`src/rtl/reorder_buffer.sv`:
```
// reorder_buffer: circular reorder buffer for the out-of-order core.
// Allocates ROB tags at issue, captures results from the CDB and retires
// entries strictly in program order through a registered commit port.
// Optional build macro: ROB_CDB_BYPASS_EN -- when defined, operand lookups
// also see a same-cycle CDB broadcast to a valid entry.
module reorder_buffer #(
  parameter int DEPTH  = 8,
  parameter int TAG_W  = 3,
  parameter int REG_W  = 5,
  parameter int DATA_W = 32
) (
  input  logic              clk,
  input  logic              rst,
  input  logic              stall_i,
  input  logic              flush,
  input  logic              issue_en,
  input  logic              issue_has_rd,
  input  logic [REG_W-1:0]  issue_rd,
  output logic              issue_ready,
  output logic [TAG_W-1:0]  alloc_tag,
  output logic              full,
  output logic              empty,
  input  logic              cdb_valid,
  input  logic [TAG_W-1:0]  cdb_tag,
  input  logic [DATA_W-1:0] cdb_data,
  input  logic [TAG_W-1:0]  q1_tag,
  input  logic [TAG_W-1:0]  q2_tag,
  output logic              q1_ready,
  output logic              q2_ready,
  output logic [DATA_W-1:0] q1_data,
  output logic [DATA_W-1:0] q2_data,
  output logic              commit_en,
  output logic              commit_we,
  output logic [REG_W-1:0]  commit_dest,
  output logic [TAG_W-1:0]  commit_tag,
  output logic [DATA_W-1:0] commit_data
);

  localparam logic [TAG_W:0] FULL_COUNT = (TAG_W+1)'(DEPTH);

  // Per-entry state
  logic [DEPTH-1:0]  valid_q;
  logic [DEPTH-1:0]  done_q;
  logic [DEPTH-1:0]  has_rd_q;
  logic [REG_W-1:0]  dest_q [DEPTH];
  logic [DATA_W-1:0] data_q [DEPTH];

  logic [TAG_W-1:0]  head_q;
  logic [TAG_W-1:0]  tail_q;
  logic [TAG_W:0]    count_q;

  logic do_alloc;
  logic do_commit;
  logic do_wb;

  // Issue handshake: an allocation happens on a rising edge where
  // issue_en && issue_ready; issue_ready depends only on start-of-cycle
  // occupancy and stall_i, never on issue_en. A request seen while
  // issue_ready is low is dropped, so upstream must hold it until accepted.
  assign full        = (count_q == FULL_COUNT);
  assign empty       = (count_q == '0);
  assign issue_ready = !full && !stall_i;
  assign alloc_tag   = tail_q;

  assign do_alloc  = issue_en && issue_ready;
  assign do_commit = valid_q[head_q] && done_q[head_q];
  assign do_wb     = cdb_valid && valid_q[cdb_tag];

  // Control state, pointers, occupancy and registered commit port
  always_ff @(posedge clk) begin
    if (rst || flush) begin
      valid_q     <= '0;
      done_q      <= '0;
      has_rd_q    <= '0;
      head_q      <= '0;
      tail_q      <= '0;
      count_q     <= '0;
      commit_en   <= 1'b0;
      commit_we   <= 1'b0;
      commit_dest <= '0;
      commit_tag  <= '0;
      commit_data <= '0;
    end else begin
      if (do_wb) begin
        done_q[cdb_tag] <= 1'b1;
      end
      commit_en <= do_commit;
      if (do_commit) begin
        commit_tag      <= head_q;
        commit_dest     <= dest_q[head_q];
        commit_data     <= data_q[head_q];
        commit_we       <= has_rd_q[head_q] && (dest_q[head_q] != '0);
        valid_q[head_q] <= 1'b0;
        head_q          <= head_q + 1'b1;
      end
      // Allocation comes last so it wins over a writeback to the same slot.
      if (do_alloc) begin
        valid_q[tail_q]  <= 1'b1;
        done_q[tail_q]   <= 1'b0;
        has_rd_q[tail_q] <= issue_has_rd;
        tail_q           <= tail_q + 1'b1;
      end
      case ({do_alloc, do_commit})
        2'b10:   count_q <= count_q + 1'b1;
        2'b01:   count_q <= count_q - 1'b1;
        default: count_q <= count_q;
      endcase
    end
  end

  // Payload storage: destination captured at issue, result at writeback
  always_ff @(posedge clk) begin
    if (!rst && !flush) begin
      if (do_wb) begin
        data_q[cdb_tag] <= cdb_data;
      end
      if (do_alloc) begin
        dest_q[tail_q] <= issue_rd;
      end
    end
  end

  // Operand lookup port 1: ready only for a valid, completed entry
  always_comb begin
    q1_ready = valid_q[q1_tag] && done_q[q1_tag];
    q1_data  = q1_ready ? data_q[q1_tag] : '0;
`ifdef ROB_CDB_BYPASS_EN
    if (cdb_valid && (cdb_tag == q1_tag) && valid_q[q1_tag]) begin
      q1_ready = 1'b1;
      q1_data  = cdb_data;
    end
`endif
  end

  // Operand lookup port 2: same behaviour as port 1
  always_comb begin
    q2_ready = valid_q[q2_tag] && done_q[q2_tag];
    q2_data  = q2_ready ? data_q[q2_tag] : '0;
`ifdef ROB_CDB_BYPASS_EN
    if (cdb_valid && (cdb_tag == q2_tag) && valid_q[q2_tag]) begin
      q2_ready = 1'b1;
      q2_data  = cdb_data;
    end
`endif
  end

endmodule
```
`config.mk`:
```
export PLATFORM = sky130hd
export DESIGN_NAME = reorder_buffer
export DESIGN_NICKNAME = d
export VERILOG_FILES = /design/src/rtl/reorder_buffer.sv
export SDC_FILE = /design/constraint.sdc
export NUM_CORES = 1
export LEC_CHECK = 0
export BUFFER_PORTS_ARGS = -buffer_cell sky130_fd_sc_hd__buf_4
export CAP_MARGIN = 20
export CORE_ASPECT_RATIO = 1.4
export CORE_UTILIZATION = 35
export DETAILED_ROUTE_END_ITERATION = 10
export PLACE_DENSITY = 0.51
export SLEW_MARGIN = 20
export SYNTH_ARGS = -nofsm -noshare
export SYNTH_HDL_FRONTEND = slang
export SYNTH_SLANG_ARGS = --single-unit
export TNS_END_PERCENT = 1
```
`constraint.sdc`:
```
create_clock -name clk -period 5.86 [get_ports clk]
set_input_delay 0.879 -clock clk [delete_from_list [all_inputs] [get_ports clk]]
set_output_delay 0.879 -clock clk [all_outputs]
set_load 0.02 [all_outputs]
```
# After elaboration in Yosys (flattened, before gate mapping)
# Memory sizes are Yosys's and may differ from the RTL's. A register that Yosys moved wholly into a read port is not among the register bits.
# Index checks and enable logic that the tools add are counted.
# totals
regBits	44
ramBits	296
out_inout_bits	114
n_memories	2
# classes
add_sub_neg	4
magnitude_cmp	8
eq_ne	3
n_mux	40
n_bitwise	6
reduce_logical	19
# mem_list
name	words	word_bits	read_ports	rd_ports_with_merged_regs	write_ports	line	source
data_q	8	32	3	1	1	46	logic [DATA_W-1:0] data_q [DEPTH];
dest_q	8	5	1	1	1	45	logic [REG_W-1:0] dest_q [DEPTH];
# op_table
cell	count
$mux W32	2
$mux W8	6
$bmux W1 S3	8
$lt A3 B4 Y1 const B	5
$mux W1	17
$and A8 B8 Y8	2
$not A8 Y8	2
$or A8 B8 Y8	2
$logic_and A1 B1 Y1	11
$demux W1 S3	3
$ge A3 B1 Y1 const B	3
$bwmux W8	1
$pmux W4 S2	1
$add A3 B1 Y3 const B	2
$mux W3	2
$reduce_bool A5 Y1	1
$add A4 B1 Y4 const B	1
$eq A4 B4 Y1 const B	1
$logic_not A1 Y1	4
$logic_not A4 Y1	1
$sub A4 B1 Y4 const B	1
$eq A2 B1 Y1 const B	1
$eq A2 B2 Y1 const B	1
$reduce_bool A2 Y1	1
$logic_or A1 B1 Y1	1

# Depth between registers and ports, before layout
# Gate-level depths: netlist of run 1.
# depth
ltp_word	10
depth_mapped	13
depth_no_buf	10

# Worst setup path after synthesis of run 1
# Ideal clock, no wire load.
# synth_timing
path_type	input -> register
start	input cdb_tag[0]
end	memory data_q[0][0] (enable)
setup_time_ns	0.463
arrival_ns	3.830
required_ns	5.397
setup_slack_ns	1.567
cell_stages	4
path_buffers	1
path_cell_list	clkbuf_1 -> mux4_2 -> nand4b_1 -> nor3_1
# synth_via
elab_chain_len	6
# synth_rtl
element	line	source
start: declaration	24	input logic [TAG_W-1:0] cdb_tag,
$bmux W1 S3	67	assign do_wb = cdb_valid && valid_q[cdb_tag];
$mux W1 (not written as such)	67	
$logic_and A1 B1 Y1	67	
$mux W1	114	if (do_wb) begin
$mux W1	113	if (!rst && !flush) begin
$mux W1 (not written as such)	115	data_q[cdb_tag] <= cdb_data;
end: declaration	46	
# Parallel ways exist; a longest one is shown, timed or not. The select of a mux whose other input is x is not followed.

# Worst setup path in the final report of run 1
# layout_timing
start	input q2_tag[2]
end	output q2_data[31]
# layout_via
elab_chain_len	4
word_cells_on_any_way	7
classes_between	mux: 5; reduce/logical: 1; memory: 1
# layout_rtl
element	line	source
start: declaration	27	input logic [TAG_W-1:0] q2_tag,
$bmux W1 S3	137	q2_ready = valid_q[q2_tag] && done_q[q2_tag];
$mux W1 (not written as such)	137	
$logic_and A1 B1 Y1	137	
$mux W32 *	138	q2_data = q2_ready ? data_q[q2_tag] : '0;
end: declaration	31	output logic [DATA_W-1:0] q2_data,
# Mark *: on every way between the ends. The rest lies on a longest branch, timed or not. The select of a mux whose other input is x is not followed.

==> run metrics, run 1 <==
CTS tree=built; Highest Clock Rate=roughly 0.25 GHz; Buf/Inv on CP=3; async set-or-reset flop fraction in the synthesized netlist=0%; sequential fraction of the synthesis area=56.3%; final worst path period need=around 3900 ps; Bufs on Longest Clock Path=3; CP startpoint kind=input pin; FF+latch count, synth=approximately 380; result of the run=complete, no violations; EDFF count, synth=296; Final GP Congestion=about 0.74; vias in the first global route=about 12000; CP Capture Type=output port; Pwr Density=approximately 260 mW/mm^2; routed vias=~11000; share of cells above drive strength 1=41.8%; WP data arrival=~3000 ps; crit path max fanout=18; Setup Viol. Count Final=0; CP max-delay cell=mux4_2; CP max stage delay=between 500 and 600 ps; Die X=between 150 and 200 um; top cell type's share of synthesized area=between 40% and 50%; final non-filler cell area=roughly 0.022 sq mm; Fillers=between 4000 and 5000; Final Power=5.70 mW; CTS resizes=0; Num CTS Buffers=40; Residual DRC=0; clock sink count=375; commonest non-fill, non-tap cell in the layout=edfxtp_1; share of the clock period used by the worst path=67.3%; Setup Total Neg Slack=0 ps; post-route ant nets=0; Starting Density=35.6%; Worst IR Drop VDD=170 uV; Worst Hold Class=reg2reg; Max Slew Vio Count=0; CP Data Required Time=about 5000 ps; Area contributors post-synth=edfxtp_1, mux4_2, dfxtp_1, mux2i_1, nor2_1; routed vias/inst=5.45; Sw Share=about a fifth; Lkg Pwr=7.16 nW; hold_buf cts=0; Least-Margin Pin Slew=about 1100 ps; syn nets=around 1200; core region area=around 0.052 sq mm; dpl hpwl=between 30000 and 40000 um; Routed WL per cell=approximately 26 um; Nets=1300; slew margin rel.=a little over a quarter; IO Port Bufs=~170; setup fix buffers added after clock tree synthesis=0; Post-synth top flop=edfxtp_1; Die ar.=roughly 0.054 sq mm; Maximum Capacitance Violations=0; Netlist cell types=42; first-pass iteration count of the detailed router=5; sw power=around 1.2 mW; Placement Cell Area=approximately 0.021 sq mm; GRT Residual Overflow=0; most frequent cells in the layout=edfxtp_1, mux4_2, buf_4; worst skew pair latency=approximately 560 ps; CP cell instances=buf_4, mux4_2, mux2_2, buf_4, nor2_1, buf_4; largest net degree at the start of global routing=a little under 80; syn avg cell area=~17 sq um; Post-Syn Area=~0.019 sq mm; Root Buffer=clkbuf_16; critical path type=in2out; yosys warns=0; Routed WL=around 52000 um; Comb pwr share=roughly 5.1%; Site Rows=a little under 100; area grow syn2layout=18.0%; boundary pin count=167; part of the power in registers=about 50%; initial antenna violation count=2; endpoints failing hold=0; first-pass GRT wire length=slightly below 80000 um; most frequent CP cell=buf_4; die height=between 200 and 300 um; Crit path max-delay family=multiplexers; initial DRC count=slightly above 600; clk slew on worst S/H paths=60 ps; H-tree depth=2; internal power=around 4.5 mW; gr usage total=19.5%; clock power share=roughly 45%; clock skew=roughly 20 ps; RSZ-0062 raised after global routing=false; Gate Count Post-Synth=roughly 1100; post-synth top area cell=edfxtp_1
worst paths after layout:
kind,depth (start not counted),slack (ps),to,from
worst max-delay path,6,1910,q2_data[31],q2_tag[2]
worst min-delay path,2,450,has_rd_q[4]$_SDFFE_PP0P_,has_rd_q[4]$_SDFFE_PP0P_
worst max register to register,7,2730,valid_q[3]$_SDFF_PP0_,head_q[1]$_SDFFE_PP0N_
worst min register to register,2,450,has_rd_q[4]$_SDFFE_PP0P_,has_rd_q[4]$_SDFFE_PP0P_
layer usage:
layer	up-vias	share of wire [%]	GRT usage (%)
met5	-	0.025	0
li1	4763	-	-
met3	65	4.2	2.76
met1	5692	42	25.0
met2	282	52	34.5
met4	2	2.4	5.34
per-stage QoR:
stage | worst slack, ps | std cells | utilization, % | hold slack (ps)
3_5_place_dp | 1910 | 1907 | 39.5 | 443
4_1_cts | 1910 | 1981 | 42.0 | 452
5_1_grt | 1810 | 1982 | 42.0 | 476
3_3_place_gp | 1910 | 1905 | 39.4 | 441
2_1_floorplan | 1570 | 1096 | - | 433
6_report | 1910 | 1982 | 42.0 | 450
power groups by stage:
stage / clock network (mW) / logic (mW) / registers (mW)
floorplan: 0 / 0.182 / 2.93
global placement: 0 / 0.293 / 2.92
detailed placement: 0 / 0.293 / 2.92
CTS: 2.60 / 0.293 / 2.87
global route: 2.70 / 0.309 / 2.87
finish: 2.54 / 0.288 / 2.87
kinds of logic after synthesis:
kind of cell,synth area share (%)
DFF,56.3
xor gates and xnor gates,0.283
and+or+nand+nor,4.88
buffers and inverters,2.42
AOI/OAI and AO/OA,3.65
adders and majority gates,0.336
muxes,32.1
final cells by class:
type / count / area (sq um) / share of cell area (%)
Tap cell: 707 / 885 / 4.03
Clock inverter: 17 / 178 / 0.810
Antenna cell: 1 / 2.50 / 0.0114
Timing Repair Buffer: 198 / 1510 / 6.89
Sequential cell: 375 / 10500 / 47.8
Multi-Input combinational cell: 621 / 7740 / 35.3
Inverter: 6 / 22.5 / 0.103
Clock buffer: 57 / 1130 / 5.14
state kept, by name, indices dropped and copies added (netlist names), named ones only:
name	count
commit_we	1
count_q	4
has_rd_q	8
head_q	3
commit_dest	5
commit_tag	3
valid_q	8
alloc_tag	3
done_q	8
commit_en	1
commit_data	32
dest_q	40
data_q	256
synthesized netlist by cell type, types with 2 or more instances:
| library cell | n |
|---|---|
| ha_1 | 5 |
| nand3_1 | 9 |
| a211oi_2 | 37 |
| mux2i_1 | 112 |
| buf_1 | 14 |
| nor2b_1 | 4 |
| nand3b_1 | 2 |
| mux4_2 | 214 |
| dfxtp_1 | 79 |
| xnor2_1 | 2 |
| buf_2 | 23 |
| nand2_1 | 25 |
| nand4b_1 | 4 |
| nor3_1 | 7 |
| buf_4 | 12 |
| a21oi_1 | 19 |
| a31o_2 | 7 |
| nor3b_1 | 3 |
| xor2_1 | 4 |
| edfxtp_1 | 296 |
| clkbuf_1 | 45 |
| nand2b_1 | 4 |
| o21ai_0 | 4 |
| inv_1 | 5 |
| nor2_1 | 140 |
| mux2_2 | 3 |
| and3_1 | 2 |
worst min-delay path: stages, from the launching register on:
cell and delay, ps:
dfxtp_1 300, nand2_1 50, a21oi_1 50
No activity file was read; power rests on OpenSTA's default activity.
==> inputs of run 2 (changes only) <==
==> constraint.sdc (replaced) <==
create_clock -name clk -period 4.1 [get_ports clk]
set_input_delay 0.615 -clock clk [delete_from_list [all_inputs] [get_ports clk]]
set_output_delay 0.615 -clock clk [all_outputs]
set_load 0.02 [all_outputs]
==> run metrics, run 2 (same netlist as run 1, synthesis figures left out) <==
clk slew on worst S/H paths=60 ps (about the same); RSZ-0062 raised after global routing=false; Residual DRC=0 (unchanged); dpl ws=866 ps (-1050 ps); worst r2r path cells=9 (+2); R2R setup slack=1180 ps (-1550 ps); Worst IR Drop VDD=228 uV (+33%); Fillers=4697 (-2.3%); Routed WL=52500 um (+0.91%); H-tree depth=2 (unchanged); Highest Clock Rate=about 0.29 GHz; Starting Density=35.6% (unchanged); Die X=197 um (unchanged); share of cells above drive strength 1=42.2% (+0.32 points); Crit Reg-Reg Startpoint=head_q[1]$_SDFFE_PP0N_; worst skew pair latency=550 ps (about the same); final std cells w/o fill=1976 (-0.30%); routed vias/inst=5.54 (+1.6%); setup fix buffers added after clock tree synthesis=0 (unchanged); initial DRC count=612 (+0.66%); result of the run=complete, no violations; Final GP Congestion=0.769 (+4.2%); first-pass GRT wire length=77300 um (about the same); hold_buf cts=0 (unchanged); share of the clock period used by the worst path=a little under nine tenths; Site Rows=99 (unchanged); core region area=0.0523 sq mm (unchanged); final worst path period need=around 3500 ps; critical path type=reg2out; worst setup margin=596 ps (-1320 ps); CTS tree=built; Least-Margin Pin Slew=1060 ps (-33.9 ps); most frequent cells in the layout=edfxtp_1, mux4_2, buf_4; CTS resizes=0 (unchanged); Lkg Pwr=7.18 nW (+0.26%); worst reg2reg path endpoint=count_q[2]$_SDFFE_PP0P_; largest net degree at the start of global routing=94 (+22%); placed insts=1904 (-0.16%); Regs by FF count=data_q x256, dest_q x40, commit_data x32; boundary pin count=167 (unchanged); Setup Total Neg Slack=0 ps (unchanged); crit path max fanout=28 (+10); Bufs on Longest Clock Path=3 (unchanged); first-pass iteration count of the detailed router=5 (unchanged); Pwr Density=377 mW/mm^2 (+45%); Nets=1296 (-0.31%); slew margin rel.=29.4% (+2.3 points); max FFs per register=256 (unchanged); CP startpoint kind=flop; initial antenna violation count=5 (+3); endpoints failing hold=0 (unchanged); Most flops, register=data_q; routed vias=10900 (+1.3%); IO Port Bufs=166 (unchanged); crit path from=valid_q[5]$_SDFF_PP0_; GRT Residual Overflow=0 (unchanged); die height=275 um (unchanged); Routed WL per cell=26.5 um (+1.2%); Worst Hold Class=in2reg; clock sink count=375 (unchanged); multi-input logic area=0.00774 sq mm (unchanged); Root Buffer=clkbuf_16; gr usage total=19.7% (+0.13 points); vias in the first global route=11400 (-1.6%); sequential standard cell area=0.0105 sq mm (unchanged); clock skew=20.0 ps (-0.529 ps); CP endpoint=q1_data[22]; Max Slew Vio Count=0 (unchanged); commonest non-fill, non-tap cell in the layout=edfxtp_1; Num CTS Buffers=39 (-2.5%); ANT cells=0 (-1); CP Data Required Time=3480 ps (-1500 ps); Util after Layout=42.2% (+0.18 points); CP Capture Type=output port; area grow syn2layout=18.5%; Maximum Capacitance Violations=0 (unchanged); Setup Viol. Count Final=0 (unchanged); dpl hpwl=32300 um (-2.4%); WP data arrival=2890 ps (-180 ps); Die ar.=0.0541 sq mm (unchanged); post-route ant nets=0 (unchanged)
[run 2: changes by cell type in the layout (fill, tap and decap cells not counted), sizes merged]
cell	previous run	this run
clkbuf	57	48
bufinv	3	7
clkinvlp	0	4
buf	198	195
inv	11	8
clkinv	9	11
diode	1	0
[run 2: worst min-delay path by stage]
stage,startpoint,end,depth (start not counted)
finish,cdb_data[31],data_q[7][31]$_DFFE_PP_,1
global route,cdb_data[3],data_q[2][3]$_DFFE_PP_,1
CTS,cdb_data[4],data_q[1][4]$_DFFE_PP_,1
detailed placement,has_rd_q[4]$_SDFFE_PP0P_,has_rd_q[4]$_SDFFE_PP0P_,2
global placement,has_rd_q[4]$_SDFFE_PP0P_,has_rd_q[4]$_SDFFE_PP0P_,2
floorplan,has_rd_q[4]$_SDFFE_PP0P_,has_rd_q[4]$_SDFFE_PP0P_,2
[run 2: critical path: stages (launching register included)]
cell and delay (ps):
dfxtp_1 400, nand2_1 130, mux4_2 480, mux2_2 660
nor2_1 470, buf_4 220
[run 2: per-layer routing]
metal / share of wire [%] / GRT usage (%) / up-vias / wire length [um]
met2: 50 / 33.8 / 311 / 26300
met5: 0.11 / 0 / - / 60
met3: 5.4 / 3.37 / 94 / 2830
met4: 2.9 / 6.18 / 10 / 1500
li1: - / - / 4758 / -
met1: 41 / 25.4 / 5775 / 21800
[run 2: cell type report]
class                      instances  area share [%]
clock buffer                      48            4.72
timing repair buffer             195            7.04
tap                              707            4.01
multi-input combinational        621            35.1
sequential                       375            47.6
inverter                           6           0.102
clock inverter                    24            1.46
[run 2: report_power, final]
group	internal, mW	switching, mW	leakage, nW
clock	2.26	1.53	0.661
sequential	4.09	0.00269	3.30
combinational	0.189	0.225	3.22
total	6.55	1.76	7.18
[run 2: per-stage QoR]
stage | cell area, sq um | hold slack (ps) | total power, mW
5_1_grt | 22000 | 278 | 8.55
3_3_place_gp | 20700 | 445 | 4.60
3_5_place_dp | 20700 | 454 | 4.60
6_report | 22000 | 290 | 8.31
4_1_cts | 22000 | 265 | 8.40
2_1_floorplan | 18600 | 433 | 4.44
==> inputs of run 3 (changes only) <==
--- a/config.mk
+++ b/config.mk
@@ -7,7 +7,6 @@
 export LEC_CHECK = 0
 export BUFFER_PORTS_ARGS = -buffer_cell sky130_fd_sc_hd__buf_4
 export CAP_MARGIN = 20
-export CORE_ASPECT_RATIO = 1.4
 export CORE_UTILIZATION = 35
 export DETAILED_ROUTE_END_ITERATION = 10
 export PLACE_DENSITY = 0.51
==> run metrics, run 3 (same netlist as run 1, synthesis figures left out) <==
result of the run=complete, but fails checks; failing checks=design-rule violations; share of cells above drive strength 1=42.4% (+0.21 points); CP startpoint kind=flop; most frequent CP cell=buf_4; Site Rows=84 (-15%); WP data arrival=2840 ps (-50 ps); Setup Total Neg Slack=0 ps (unchanged); crit path max fanout=27 (-3.6%); Highest Clock Rate=0.290 GHz (+1.5%); Setup Viol. Count Final=0 (unchanged); Nets=1301 (+0.39%); met2 WL post-DR=25800 um (-1.8%); worst r2r path cells=7 (-2); core region area=0.0526 sq mm (+0.53%); first-pass GRT wire length=76600 um (-0.85%); largest net degree at the start of global routing=68 (-28%); vias in the first global route=11400 (+0.079%); Pwr Density=372 mW/mm^2 (-1.3%); initial antenna violation count=5 (unchanged); clk slew on worst S/H paths=60 ps (about the same); worst hold path depth=1 (unchanged); RSZ-0062 raised after global routing=false; Root Buffer=clkbuf_16; boundary pin count=167 (unchanged); IO Port Bufs=166 (unchanged); CP Capture Type=output port; endpoints failing hold=0 (unchanged); CP max stage delay=640 ps (-20 ps); Max Slew Vio Count=0 (unchanged); H-tree depth=2 (unchanged); CTS resizes=0 (unchanged); hold path startpoint=issue_rd[3]; worst skew pair latency=570 ps (+20 ps); CTS tree=built; Die ar.=0.0541 sq mm (about the same); area grow syn2layout=18.5% (about the same); Most flops, register=data_q; Bufs on Longest Clock Path=3 (unchanged); Least-Margin Pin Slew=1160 ps (+102 ps); most frequent cells in the layout=edfxtp_1, mux4_2, buf_4; critical path type=reg2out; GRT Residual Overflow=0 (unchanged); hold worst-path end=dest_q[2][3]$_DFFE_PP_; top routing layer in use=met5; met1 wire length=22300 um (+2.5%); CP Data Required Time=3480 ps (about the same); Die X=232 um (+18%); clock skew=15.4 ps (-4.55 ps); Util after Layout=41.9% (-0.25 points); Lkg Pwr=7.19 nW (about the same); CP cell instances=nand2_1, mux4_2, mux2_2, buf_4, nor2_1, buf_4; routed vias/inst=5.57 (+0.52%); Routed WL per cell=26.5 um (-0.32%); Worst Hold Class=in2reg; setup fix buffers added after clock tree synthesis=0 (unchanged); gr usage total=19.5% (-0.15 points); clock sink count=375 (unchanged); share of the clock period used by the worst path=84.2% (-1.3 points); final worst path period need=3450 ps (-51.9 ps); Regs by FF count=data_q x256, dest_q x40, commit_data x32; die height=232 um (-15%); Final GP Congestion=0.734 (-4.6%); Starting Density=35.4% (-0.19 points); met3 wire length=2920 um (+3.3%); Routed WL=52100 um (-0.77%); slew margin rel.=22.6% (-6.8 points); Maximum Capacitance Violations=0 (unchanged); Worst IR Drop VDD=247 uV (+8.5%); hold_buf cts=0 (unchanged); commonest non-fill, non-tap cell in the layout=edfxtp_1; R2R setup slack=860 ps (-320 ps); max FFs per register=256 (unchanged); Crit Reg-Reg Startpoint=head_q[0]$_SDFFE_PP0N_; Residual DRC=4 (+4); first-pass iteration count of the detailed router=8 (+3); routed vias=11000 (+0.064%); CP max-delay cell=mux2_2; post-route ant nets=0 (unchanged); Num CTS Buffers=43 (+10%); worst reg2reg path endpoint=valid_q[1]$_SDFF_PP0_; dpl hpwl=31600 um (-2.0%); initial DRC count=756 (+24%); Fillers=4703 (+0.13%)
[run 3: per-layer routing]
metal	up-vias	GRT usage, %
met5	-	0
li1	4780	-
met3	67	3.22
met4	6	5.39
met1	5801	26.2
met2	301	32.6
[run 3: how the worst max path moves through the flow]
stage                                startpoint                endpoint  slack, ps  cells past startpoint
after CTS                 valid_q[7]$_SDFF_PP0_              q1_data[3]        600                      6
after global routing      valid_q[7]$_SDFF_PP0_             q1_data[30]        520                      6
final                     valid_q[7]$_SDFF_PP0_             q2_data[29]        650                      6
after global placement                q1_tag[0]              q1_data[2]        800                      6
after floorplan                      cdb_tag[0]  data_q[0][0]$_DFFE_PP_         70                      4
after detailed placement              q1_tag[0]              q1_data[2]        810                      6
[run 3: final cells by class]
| class | count | area [sq um] | share of cell area [%] |
|---|---|---|---|
| antenna | 2 | 5.00 | 0.0227 |
| inverter | 6 | 22.5 | 0.102 |
| tap | 688 | 861 | 3.91 |
| clock inverter | 25 | 210 | 0.954 |
| sequential | 375 | 10500 | 47.6 |
| multi-input combinational | 621 | 7740 | 35.1 |
| timing repair buffer | 196 | 1580 | 7.19 |
| clock buffer | 54 | 1130 | 5.12 |
[run 3: metrics by stage]
stage          setup WS (ps)  instances  total power, mW  instance area, sq um  hold WS (ps)
2_1_floorplan           71.1       1096             4.44                 18600           433
3_3_place_gp             796       1886             4.60                 20700           442
3_5_place_dp             805       1886             4.60                 20700           451
4_1_cts                  601       1965             8.29                 22000           238
5_1_grt                  520       1966             8.44                 22000           267
6_report                 648       1967             8.19                 22000           273
[run 3: report_power, final]
| group | total [mW] | leakage, nW | switching (mW) | internal [mW] |
|---|---|---|---|---|
| registers | 4.10 | 3.30 | 0.00257 | 4.10 |
| logic | 0.421 | 3.24 | 0.230 | 0.191 |
| clock network | 3.67 | 0.653 | 1.57 | 2.10 |
[run 3: critical path: cells and delay by family, from the launching register on]
family                 cells  cell delay [ps]
DFF                        1              430
and+or+nand+nor            2              230
muxes                      2             1120
buffers and inverters      2              480
